`config.mk`:
```
export PLATFORM = sky130hd
export DESIGN_NAME = multiport_register_file_flat
export DESIGN_NICKNAME = d
export VERILOG_FILES = /design/src/rtl/rf_pkg.sv /design/src/rtl/multiport_register_file_if.sv /design/src/rtl/rf_scoreboard.sv /design/src/rtl/multiport_register_file.sv /design/src/flat_wrapper.sv
export SDC_FILE = /design/constraint.sdc
export NUM_CORES = 1
export LEC_CHECK = 0
export CAP_MARGIN = 20
export CORE_ASPECT_RATIO = 1.1
export CORE_MARGIN = 5
export CORE_UTILIZATION = 45
export DETAILED_ROUTE_END_ITERATION = 10
export GPL_TIMING_DRIVEN = 1
export PLACE_DENSITY = 0.76
export SLEW_MARGIN = 0
export SYNTH_ARGS = -nofsm -noshare
export SYNTH_HDL_FRONTEND = slang
export SYNTH_SLANG_ARGS = --single-unit
```
`constraint.sdc`:
```
create_clock -name clk -period 3.6 [get_ports clk]
set_input_delay 0.72 -clock clk [delete_from_list [all_inputs] [get_ports clk]]
set_output_delay 0.72 -clock clk [all_outputs]
set_load 0.02 [all_outputs]
```
`src/rtl/rf_pkg.sv`:
```
// Shared widths, packed-port slicing helper and write-request type for the
// multiport register file and its scoreboard.
package rf_pkg;

    localparam int unsigned RF_DATA_W   = 16;
    localparam int unsigned RF_ADDR_W   = 3;
    localparam int unsigned RF_NUM_READ = 3;

    // Low bit of field idx inside a packed multi-port bus of width-bit fields
    function automatic int rf_slice_lo(input int idx, input int width);
        return idx * width;
    endfunction

    typedef struct packed {
        logic                 enable;
        logic [RF_ADDR_W-1:0] addr;
        logic [RF_DATA_W-1:0] data;
    } rf_wr_req_t;

endpackage

```
`src/rtl/multiport_register_file_if.sv`:
```
// Bus bundle of the multiport register file.
//   master : decode/writeback/operand-fetch side (drives writes, reserve, read addresses)
//   slave  : register file side (returns read data, pending flags, any_pending)
interface multiport_register_file_if
    import rf_pkg::*;
#(
    parameter int unsigned DATA_W   = RF_DATA_W,
    parameter int unsigned ADDR_W   = RF_ADDR_W,
    parameter int unsigned NUM_READ = RF_NUM_READ
) ();

    logic                         write_enable_0;
    logic [ADDR_W-1:0]            write_addr_0;
    logic [DATA_W-1:0]            write_data_0;
    logic                         write_enable_1;
    logic [ADDR_W-1:0]            write_addr_1;
    logic [DATA_W-1:0]            write_data_1;
    logic                         reserve_enable;
    logic [ADDR_W-1:0]            reserve_addr;
    logic [NUM_READ*ADDR_W-1:0]   read_addr;
    logic [NUM_READ*DATA_W-1:0]   read_data;
    logic [NUM_READ-1:0]          read_pending;
    logic                         any_pending;

    modport master (
        output write_enable_0, write_addr_0, write_data_0,
        output write_enable_1, write_addr_1, write_data_1,
        output reserve_enable, reserve_addr, read_addr,
        input  read_data, read_pending, any_pending
    );

    modport slave (
        input  write_enable_0, write_addr_0, write_data_0,
        input  write_enable_1, write_addr_1, write_data_1,
        input  reserve_enable, reserve_addr, read_addr,
        output read_data, read_pending, any_pending
    );

endinterface

```
`src/rtl/rf_scoreboard.sv`:
```
// Per-register pending bits: reserve sets, write clears, reserve wins.
// Optional macro RF_BYPASS_EN: read-side pending shows the post-edge value.
// Ports: clk, RESET (sync, active-high), two write enables/addresses,
//        reserve enable/address, packed read addresses,
//        o_read_pending (per read port), o_any_pending (OR of all bits).
module rf_scoreboard
    import rf_pkg::*;
#(
    parameter int unsigned ADDR_W   = RF_ADDR_W,
    parameter int unsigned NUM_READ = RF_NUM_READ,
    parameter int unsigned ZERO_REG = 0
) (
    input  logic                       clk,
    input  logic                       RESET,
    input  logic                       i_we_0,
    input  logic [ADDR_W-1:0]          i_wa_0,
    input  logic                       i_we_1,
    input  logic [ADDR_W-1:0]          i_wa_1,
    input  logic                       i_reserve_en,
    input  logic [ADDR_W-1:0]          i_reserve_addr,
    input  logic [NUM_READ*ADDR_W-1:0] i_read_addr,
    output logic [NUM_READ-1:0]        o_read_pending,
    output logic                       o_any_pending
);

    localparam int unsigned DEPTH = 1 << ADDR_W;

    logic [DEPTH-1:0]  r_pending;
    logic [DEPTH-1:0]  w_pending_next;
    logic [DEPTH-1:0]  w_pend_view;
    logic [ADDR_W-1:0] w_raddr;

    // Next pending vector: reserve beats write-clear; register 0 may be hardwired
    always_comb begin
        w_pending_next = r_pending;
        for (int r = 0; r < int'(DEPTH); r++) begin
            if (ZERO_REG != 0 && r == 0) begin
                w_pending_next[r] = 1'b0;
            end else if (i_reserve_en && i_reserve_addr == ADDR_W'(r)) begin
                w_pending_next[r] = 1'b1;
            end else if ((i_we_0 && i_wa_0 == ADDR_W'(r)) ||
                         (i_we_1 && i_wa_1 == ADDR_W'(r))) begin
                w_pending_next[r] = 1'b0;
            end
        end
    end

    always_ff @(posedge clk) begin
        if (RESET) begin
            r_pending <= '0;
        end else begin
            r_pending <= w_pending_next;
        end
    end

`ifdef RF_BYPASS_EN
    assign w_pend_view = w_pending_next;
`else
    assign w_pend_view = r_pending;
`endif

    // Per-port pending lookup
    always_comb begin
        o_read_pending = '0;
        w_raddr        = '0;
        for (int k = 0; k < int'(NUM_READ); k++) begin
            w_raddr           = i_read_addr[rf_slice_lo(k, int'(ADDR_W)) +: ADDR_W];
            o_read_pending[k] = w_pend_view[w_raddr];
            if (ZERO_REG != 0 && w_raddr == '0) begin
                o_read_pending[k] = 1'b0;
            end
        end
    end

    assign o_any_pending = |r_pending;

endmodule

```
`src/rtl/multiport_register_file.sv`:
```
// Multiport register file: NUM_READ combinational read ports, two synchronous
// write ports (port 1 wins on address collision), per-register pending bits.
// Optional macro RF_BYPASS_EN: same-cycle write-to-read data/pending bypass.
// Ports: clk, RESET (sync, active-high), bus (multiport_register_file_if.slave).
module multiport_register_file
    import rf_pkg::*;
#(
    parameter int unsigned DATA_W   = RF_DATA_W,
    parameter int unsigned ADDR_W   = RF_ADDR_W,
    parameter int unsigned NUM_READ = RF_NUM_READ,
    parameter int unsigned ZERO_REG = 0
) (
    input  logic                       clk,
    input  logic                       RESET,
    multiport_register_file_if.slave   bus
);

    localparam int unsigned DEPTH = 1 << ADDR_W;

    logic [DATA_W-1:0] r_mem [DEPTH];
    logic              w_keep_0;
    logic              w_keep_1;
    logic [ADDR_W-1:0] w_raddr;
    logic [DATA_W-1:0] w_rdata;

    // Writes to a hardwired register 0 are dropped
    assign w_keep_0 = bus.write_enable_0 && !(ZERO_REG != 0 && bus.write_addr_0 == '0);
    assign w_keep_1 = bus.write_enable_1 && !(ZERO_REG != 0 && bus.write_addr_1 == '0);

    // Storage; port 1 is written last so it wins a same-address collision
    always_ff @(posedge clk) begin
        if (RESET) begin
            for (int r = 0; r < int'(DEPTH); r++) begin
                r_mem[r] <= '0;
            end
        end else begin
            if (w_keep_0) begin
                r_mem[bus.write_addr_0] <= bus.write_data_0;
            end
            if (w_keep_1) begin
                r_mem[bus.write_addr_1] <= bus.write_data_1;
            end
        end
    end

    // Combinational read ports
    always_comb begin
        bus.read_data = '0;
        w_raddr       = '0;
        w_rdata       = '0;
        for (int k = 0; k < int'(NUM_READ); k++) begin
            w_raddr = bus.read_addr[rf_slice_lo(k, int'(ADDR_W)) +: ADDR_W];
            w_rdata = r_mem[w_raddr];
`ifdef RF_BYPASS_EN
            if (bus.write_enable_1 && bus.write_addr_1 == w_raddr) begin
                w_rdata = bus.write_data_1;
            end else if (bus.write_enable_0 && bus.write_addr_0 == w_raddr) begin
                w_rdata = bus.write_data_0;
            end
`endif
            if (ZERO_REG != 0 && w_raddr == '0) begin
                w_rdata = '0;
            end
            bus.read_data[rf_slice_lo(k, int'(DATA_W)) +: DATA_W] = w_rdata;
        end
    end

    rf_scoreboard #(
        .ADDR_W   (ADDR_W),
        .NUM_READ (NUM_READ),
        .ZERO_REG (ZERO_REG)
    ) u_scoreboard (
        .clk            (clk),
        .RESET          (RESET),
        .i_we_0         (bus.write_enable_0),
        .i_wa_0         (bus.write_addr_0),
        .i_we_1         (bus.write_enable_1),
        .i_wa_1         (bus.write_addr_1),
        .i_reserve_en   (bus.reserve_enable),
        .i_reserve_addr (bus.reserve_addr),
        .i_read_addr    (bus.read_addr),
        .o_read_pending (bus.read_pending),
        .o_any_pending  (bus.any_pending)
    );

endmodule

```
`src/flat_wrapper.sv`:
```
// flat-port wrapper written by rule: the top's interface ports become plain ports
module multiport_register_file_flat import rf_pkg::*;
#(
    parameter int unsigned DATA_W   = RF_DATA_W,
    parameter int unsigned ADDR_W   = RF_ADDR_W,
    parameter int unsigned NUM_READ = RF_NUM_READ,
    parameter int unsigned ZERO_REG = 0
)
  (clk, RESET, bus_write_enable_0, bus_write_addr_0, bus_write_data_0, bus_write_enable_1, bus_write_addr_1, bus_write_data_1, bus_reserve_enable, bus_reserve_addr, bus_read_addr, bus_read_data, bus_read_pending, bus_any_pending);
  multiport_register_file_if #(.DATA_W(DATA_W), .ADDR_W(ADDR_W), .NUM_READ(NUM_READ)) bus_i ();
  input  logic clk;
  input  logic RESET;
  input wire logic [$bits(bus_i.write_enable_0)-1:0] bus_write_enable_0;
  input wire logic [$bits(bus_i.write_addr_0)-1:0] bus_write_addr_0;
  input wire logic [$bits(bus_i.write_data_0)-1:0] bus_write_data_0;
  input wire logic [$bits(bus_i.write_enable_1)-1:0] bus_write_enable_1;
  input wire logic [$bits(bus_i.write_addr_1)-1:0] bus_write_addr_1;
  input wire logic [$bits(bus_i.write_data_1)-1:0] bus_write_data_1;
  input wire logic [$bits(bus_i.reserve_enable)-1:0] bus_reserve_enable;
  input wire logic [$bits(bus_i.reserve_addr)-1:0] bus_reserve_addr;
  input wire logic [$bits(bus_i.read_addr)-1:0] bus_read_addr;
  output wire logic [$bits(bus_i.read_data)-1:0] bus_read_data;
  output wire logic [$bits(bus_i.read_pending)-1:0] bus_read_pending;
  output wire logic [$bits(bus_i.any_pending)-1:0] bus_any_pending;
  assign bus_i.write_enable_0 = bus_write_enable_0;
  assign bus_i.write_addr_0 = bus_write_addr_0;
  assign bus_i.write_data_0 = bus_write_data_0;
  assign bus_i.write_enable_1 = bus_write_enable_1;
  assign bus_i.write_addr_1 = bus_write_addr_1;
  assign bus_i.write_data_1 = bus_write_data_1;
  assign bus_i.reserve_enable = bus_reserve_enable;
  assign bus_i.reserve_addr = bus_reserve_addr;
  assign bus_i.read_addr = bus_read_addr;
  assign bus_read_data = bus_i.read_data;
  assign bus_read_pending = bus_i.read_pending;
  assign bus_any_pending = bus_i.any_pending;
  multiport_register_file #(.DATA_W(DATA_W), .ADDR_W(ADDR_W), .NUM_READ(NUM_READ), .ZERO_REG(ZERO_REG)) u_core (.clk(clk), .RESET(RESET), .bus(bus_i));
endmodule
```
==> results of run 1 <==
worst max-delay path, cell delays in order:
cell and delay (ns):
clkdlybuf4s50_1 0.50, buf_12 0.24, mux4_2 0.53, mux2_2 0.27, clkdlybuf4s50_1 0.54
cell families after synthesis:
family / after synthesis
AOI/OAI and AO/OA: 144
DFF: 136
and+or+nand+nor: 130
muxes: 153
buffers and inverters: 91
cell usage in the layout (no fill, tap or decap), types with 3 or more instances in the layout:
master / instances
buf_12: 8
nand2b_1: 16
mux4_1: 14
nand3b_1: 4
mux4_2: 82
a22o_1: 64
inv_6: 5
mux2_2: 51
inv_1: 6
mux4_4: 6
nand4b_1: 3
edfxtp_1: 128
nor2b_1: 4
buf_2: 5
clkbuf_16: 17
clkinvlp_4: 3
nor3b_1: 3
o21ai_0: 3
o22ai_1: 60
nor2_1: 4
nand4bb_1: 4
nand2_1: 74
bufinv_16: 4
o22ai_2: 4
buf_4: 34
dfxtp_1: 8
clkdlybuf4s50_1: 99
Yosys cell counts (3+ instances only):
cell type	number	area, sq um
edfxtp_1	128	3840
mux4_2	82	1850
nand2_1	74	278
a22o_1	64	561
o22ai_1	60	375
mux2_2	51	574
buf_2	26	130
clkbuf_1	22	82.6
buf_6	21	236
nand2b_1	16	100
mux4_1	14	368
buf_4	11	82.6
dfxtp_1	8	160
inv_1	6	22.5
mux4_4	6	150
nand3b_1	4	30.0
nand4bb_1	4	45.0
nor2_1	4	15.0
nor2b_1	4	25.0
o22ai_2	4	50.1
nand4b_1	3	26.3
nor3b_1	3	22.5
o21ai_0	3	15.0
what timing repair did:
item | in CTS | in global routing
buffers inserted | 0 | 0
resized for setup | 1 | 1
endpoints found under the setup margin | 1 | 1
hold buffers | 0 | 0
through the flow:
| step | cell area [sq um] | cells | total power, W | hold WS, ns |
|---|---|---|---|---|
| detailed placement | 10600 | 973 | 0.00307 | 0.504 |
| CTS | 11300 | 1005 | 0.00491 | 0.521 |
| finish | 11300 | 1005 | 0.00493 | 0.522 |
| global placement | 10600 | 973 | 0.00303 | 0.489 |
| global route | 11300 | 1005 | 0.00505 | 0.553 |
| floorplan | 9420 | 654 | 0.00264 | 0.463 |
registers in the layout, indices dropped and copies added, names as in the netlist:
name and count:
u_core.r_mem 128, u_core.u_scoreboard.r_pending 8
final cells by class:
cell class / count / area (sq um) / share of cell area
Clock buffer: 17 / 425 / 0.0378
Tap cell: 256 / 320 / 0.0284
Timing Repair Buffer: 148 / 1450 / 0.129
Multi-Input combinational cell: 427 / 4830 / 0.428
Inverter: 6 / 22.5 / 0.00200
Sequential cell: 136 / 4000 / 0.355
Clock inverter: 15 / 215 / 0.0191
power breakdown:
part | switching, W | total [W] | internal, W
clock network | 0.000703 | 0.00188 | 0.00118
registers | 0.000100 | 0.00197 | 0.00187
logic | 0.000515 | 0.00108 | 0.000567
per-layer routing:
layer	track usage	vias to the layer above	part of all wire
li1	-	2905	-
met1	0.288	3559	0.35
met2	0.413	544	0.51
met3	0.0407	118	0.093
met4	0.136	0	0.055
met5	0	-	0
path summary, 6_finish.rpt:
path	startpoint	cells after the start	endpoint
worst min-delay path	u_core.u_scoreboard.r_pending[4]	2	u_core.u_scoreboard.r_pending[4]
worst min register to register	u_core.u_scoreboard.r_pending[4]	2	u_core.u_scoreboard.r_pending[4]
worst max-delay path	bus_read_addr[8]	5	bus_read_data[45]
worst max register to register	u_core.u_scoreboard.r_pending[1]	1	u_core.u_scoreboard.r_pending[1]
==> reports/qor.yml, run 1 <==
run_status:
  status: "completed"
finish:
  n_antenna_cell: 0
  fillers: 1529
  drive_gt1_frac: 0.318
  syn2layout_area_growth_pct: 19.6
  final_nets: 791
  post-route-util: 0.548
grt:
  grt_max_degree: 34
  grt_usage: 0.241
  antenna_found_initial: 0
  grt_pass1_wl_mm: 43.6
  gr-total-overflow: 0
  grt_pass1_vias: 7513
placement:
  gp_congestion: 0.885
  place_ws_ns: 0.0240
  port_buffers: 106
  dp_hpwl_mm: 18.4
timing:
  max_freq_mhz: 283
  fin_crit_sh: 0.982
  worstMarginPinSlew_ns: 0.585
  maxSlewViolCount: 0
  setup_violations: 0
  fin_skew_ns: 0
  worst_slack_ns: 0.0655
  relSlewSlack: 0.609
  final_hold_viol_count: 0
  rsz0062_at_grt: "false"
  min_period_ns: 3.53
  tns_ns: 0
drt:
  drt_pass1_iterations: 8
  drtIter0Drc: 1098
  ant_nets: 0
  wl_per_cell_microns: 28.8
  via_per_inst: 7.09
  routed_wirelength_mm: 29.0
  route.detailed.drc: 0
  num_vias: 7126
clock_tree:
  htree_levels: 4
  clock-sinks: 136
  root_buffer: "clkbuf_16"
  cts_tree: "built"
  clkLatencyLatePin_ns: 0.42
  numCtsBuffers: 17
  clock_path_buffers: 2
  cts.clk_slew.worst_paths_ns: 0.06
worst_setup_path:
  worstSetupStartpointType: "input pin"
  path_class: "input pin to output pin"
  end_kind: "output pin"
  worstPathArrival_ns: 2.81
  r2r_slack_ns: 2.90
  cp_max_fo: 29
  required_ns: 2.88
synthesis:
  syn_nets: 709
  synth_edf_count: 128
  synthAdderAreaFrac: 0
  synthArstFlopShare: 0
  netlist_area_sq_mm: 0.00942
  synth-xor-area-share: 0
  synth_top_family_by_area: "multiplexers"
  synthMuxAreaShare: 0.312
  synth_compound_area_frac: 0.122
  netlist-cell-type-count: 47
  yosysSeqAreaShare: 0.425
  netlist_instances: 654
  syn_area_per_cell_sq_um: 14.4
  ys_warn_count: 0
  yosys.area_share.simple: 0.0785
  ys.flop_type: "edfxtp_1"
  ys_ff_latch: 136
floorplan:
  core_area_sq_mm: 0.0206
  dieArea_sq_mm: 0.0239
  io_pins: 107
  start_util: 0.458
  fp-row-count: 55
  dieWidth_microns: 148
  dieHeight_microns: 162
worst_hold_path:
  worstHoldPathType: "flop to flop"
pwr:
  leakagePower_nw: 3.99
  ir_worst_vdd_mv: 0.356
  powerDensity_mw_per_mm2: 437
flow_run:
  maxCapViolations: 0
No activity file was read; power rests on OpenSTA's default activity.
==> run 2: changes to the inputs <==
DONT_BUFFER_PORTS = 1   (was unset)
PLACE_DENSITY = 0.7   (was 0.76)
clock period = 4.2 ns   (was 3.6 ns; I/O delays follow)
==> run 2 against run 1 <==
Hold slack is essentially flat. Largest power group unchanged. Critical path depth fell by 3. Setup slack better by 1.4 ns. Largest cell class unchanged. Sequential share of layout area increased by 5.0 points. Combinational power decreased by 45%. Die area unchanged. Utilization decreased by 6.8 points. Clock power fell by 16%. Register-to-register slack improved by 0.57 ns. Global-route usage down 1.3 points. Clock skew did not move.
==> reports/qor.yml, run 2 (same netlist as run 1, synthesis figures left out) <==
floorplan:
  start_util: 0.458  # unchanged
  dieArea_sq_mm: 0.0239  # unchanged
  fp-row-count: 55  # unchanged
  io_pins: 107  # unchanged
  core_area_sq_mm: 0.0206  # unchanged
  dieHeight_microns: 162  # unchanged
  dieWidth_microns: 148  # unchanged
run_status:
  status: "completed"  # unchanged
timing:
  fin_crit_sh: 0.643
  worstMarginPinSlew_ns: 1.20  # was 0.585 ns
  tns_ns: 0  # unchanged
  fin_skew_ns: 0  # unchanged
  maxSlewViolCount: 0  # unchanged
  min_period_ns: 2.70
  max_freq_mhz: 371
  final_hold_viol_count: 0  # unchanged
  rsz0062_at_grt: "false"  # unchanged
  relSlewSlack: 0.199  # was 0.609
  setup_violations: 0  # unchanged
  worst_slack_ns: 1.50  # was 0.0655 ns
drt:
  route.detailed.drc: 0  # unchanged
  wl_per_cell_microns: 31.7  # was 28.8 microns
  drtIter0Drc: 739  # was 1098
  drt_pass1_iterations: 5  # was 8
  ant_nets: 0  # unchanged
  num_vias: 6391  # was 7126
  routed_wirelength_mm: 27.4  # was 29.0 mm
  via_per_inst: 7.39  # was 7.09
placement:
  placed_cells: 832  # was 973
  place_ws_ns: 1.55  # was 0.0240 ns
  port_buffers: 0  # was 106
  gp_congestion: 0.859  # was 0.885
  dp_hpwl_mm: 17.0  # was 18.4 mm
worst_setup_path:
  required_ns: 3.36  # was 2.88 ns
  slowest_stage: "mux4_4"  # was clkdlybuf4s50_1
  cp_cell_sequence: "mux4_4 > mux2_2"  # was clkdlybuf4s50_1 > buf_12 > mux4_2 > mux2_2 > clkdlybuf4s50_1
  end_kind: "output pin"  # unchanged
  worstPathArrival_ns: 1.86  # was 2.81 ns
  worstSetupStartpointType: "flop"  # was input pin
  path_class: "flop to output pin"  # was input pin to output pin
  cp_max_fo: 3  # was 29
  max_stage_delay_ns: 0.62  # was 0.54 ns
clock_tree:
  cts_resized: 0  # was 1
  post_cts_buffers: 0  # unchanged
  postCtsHoldBufs: 0  # unchanged
  clkLatencyLatePin_ns: 0.42  # about the same
  cts.clk_slew.worst_paths_ns: 0.06  # about the same
  root_buffer: "clkbuf_16"  # unchanged
  cts_tree: "built"  # unchanged
  clock-sinks: 136  # unchanged
  numCtsBuffers: 17  # unchanged
  clock_path_buffers: 2  # unchanged
  htree_levels: 4  # unchanged
flow_run:
  maxCapViolations: 0  # unchanged
finish:
  layout_commonest_cell: "edfxtp_1"  # unchanged
  drive_gt1_frac: 0.328  # was 0.318
  largestRegisters: "u_core.r_mem x128, u_core.u_scoreboard.r_pending x8"  # unchanged
  post-route-util: 0.480  # was 0.548
  n_antenna_cell: 0  # unchanged
  syn2layout_area_growth_pct: 4.88  # was 19.6%
  top_register: "u_core.r_mem"  # unchanged
  largest_reg_flops: 128  # unchanged
  stdcell_count: 865  # was 1005
  final_cell_mix: "edfxtp_1 (128), mux4_2 (82), nand2_1 (74)"  # was edfxtp_1 (128), clkdlybuf4s50_1 (99), mux4_2 (82)
  final_nets: 651  # was 791
pwr:
  powerDensity_mw_per_mm2: 390  # was 437 mW/mm^2
  ir_worst_vdd_mv: 0.278  # was 0.356 mV
  leakagePower_nw: 3.37  # was 3.99 nW
grt:
  antenna_found_initial: 0  # unchanged
  grt_pass1_wl_mm: 40.4  # was 43.6 mm
  gr-total-overflow: 0  # unchanged
  grt_pass1_vias: 6520  # was 7513
  grt_usage: 0.227  # was 0.241
  grt_max_degree: 37  # was 34
worst_hold_path:
  worstHoldPathType: "flop to flop"  # unchanged
## run 2: layout make-up
class / instances / area (sq um)
well taps: 256 / 320
clock inverters: 15 / 193
repair buffers: 8 / 63.8
fillers: 1689 / 10700
inverters: 6 / 22.5
flip-flops and latches: 136 / 4000
multi-input cells: 427 / 4850
clock buffers: 17 / 425
## run 2: stage by stage
step | hold WS [ns] | cell area (sq um) | power (W)
3_5_place_dp | 0.505 | 9250 | 0.00230
5_1_grt | 0.524 | 9880 | 0.00393
4_1_cts | 0.514 | 9870 | 0.00383
2_1_floorplan | 0.463 | 9420 | 0.00226
6_report | 0.522 | 9880 | 0.00385
3_3_place_gp | 0.486 | 9250 | 0.00228
## run 2: path summary, 6_finish.rpt
kind                                     from                          endpoint  slack (ns)  cells past startpoint
min          u_core.u_scoreboard.r_pending[3]  u_core.u_scoreboard.r_pending[3]        0.52                      2
max                        u_core.r_mem[4][0]                 bus_read_data[16]        1.50                      2
min reg2reg  u_core.u_scoreboard.r_pending[3]  u_core.u_scoreboard.r_pending[3]        0.52                      2
max reg2reg  u_core.u_scoreboard.r_pending[0]  u_core.u_scoreboard.r_pending[0]        3.47                      2
## run 2: layer usage
metal | global-route usage | vias up | routed length [microns]
met5 | 0 | - | 0
li1 | - | 2627 | -
met1 | 0.263 | 3237 | 9290
met3 | 0.0661 | 88 | 3030
met2 | 0.382 | 439 | 13800
met4 | 0.125 | 0 | 1320
## run 2: report_power, final
group          internal, W  switching, W  total [W]
combinational     0.000303      0.000295   0.000597
clock             0.000947      0.000623    0.00157
sequential         0.00160     0.0000801    0.00168
## run 2: critical path, delay by kind of cell (launching register included)
family | cells | cell delay [ns]
muxes | 2 | 0.97
DFF | 1 | 0.48
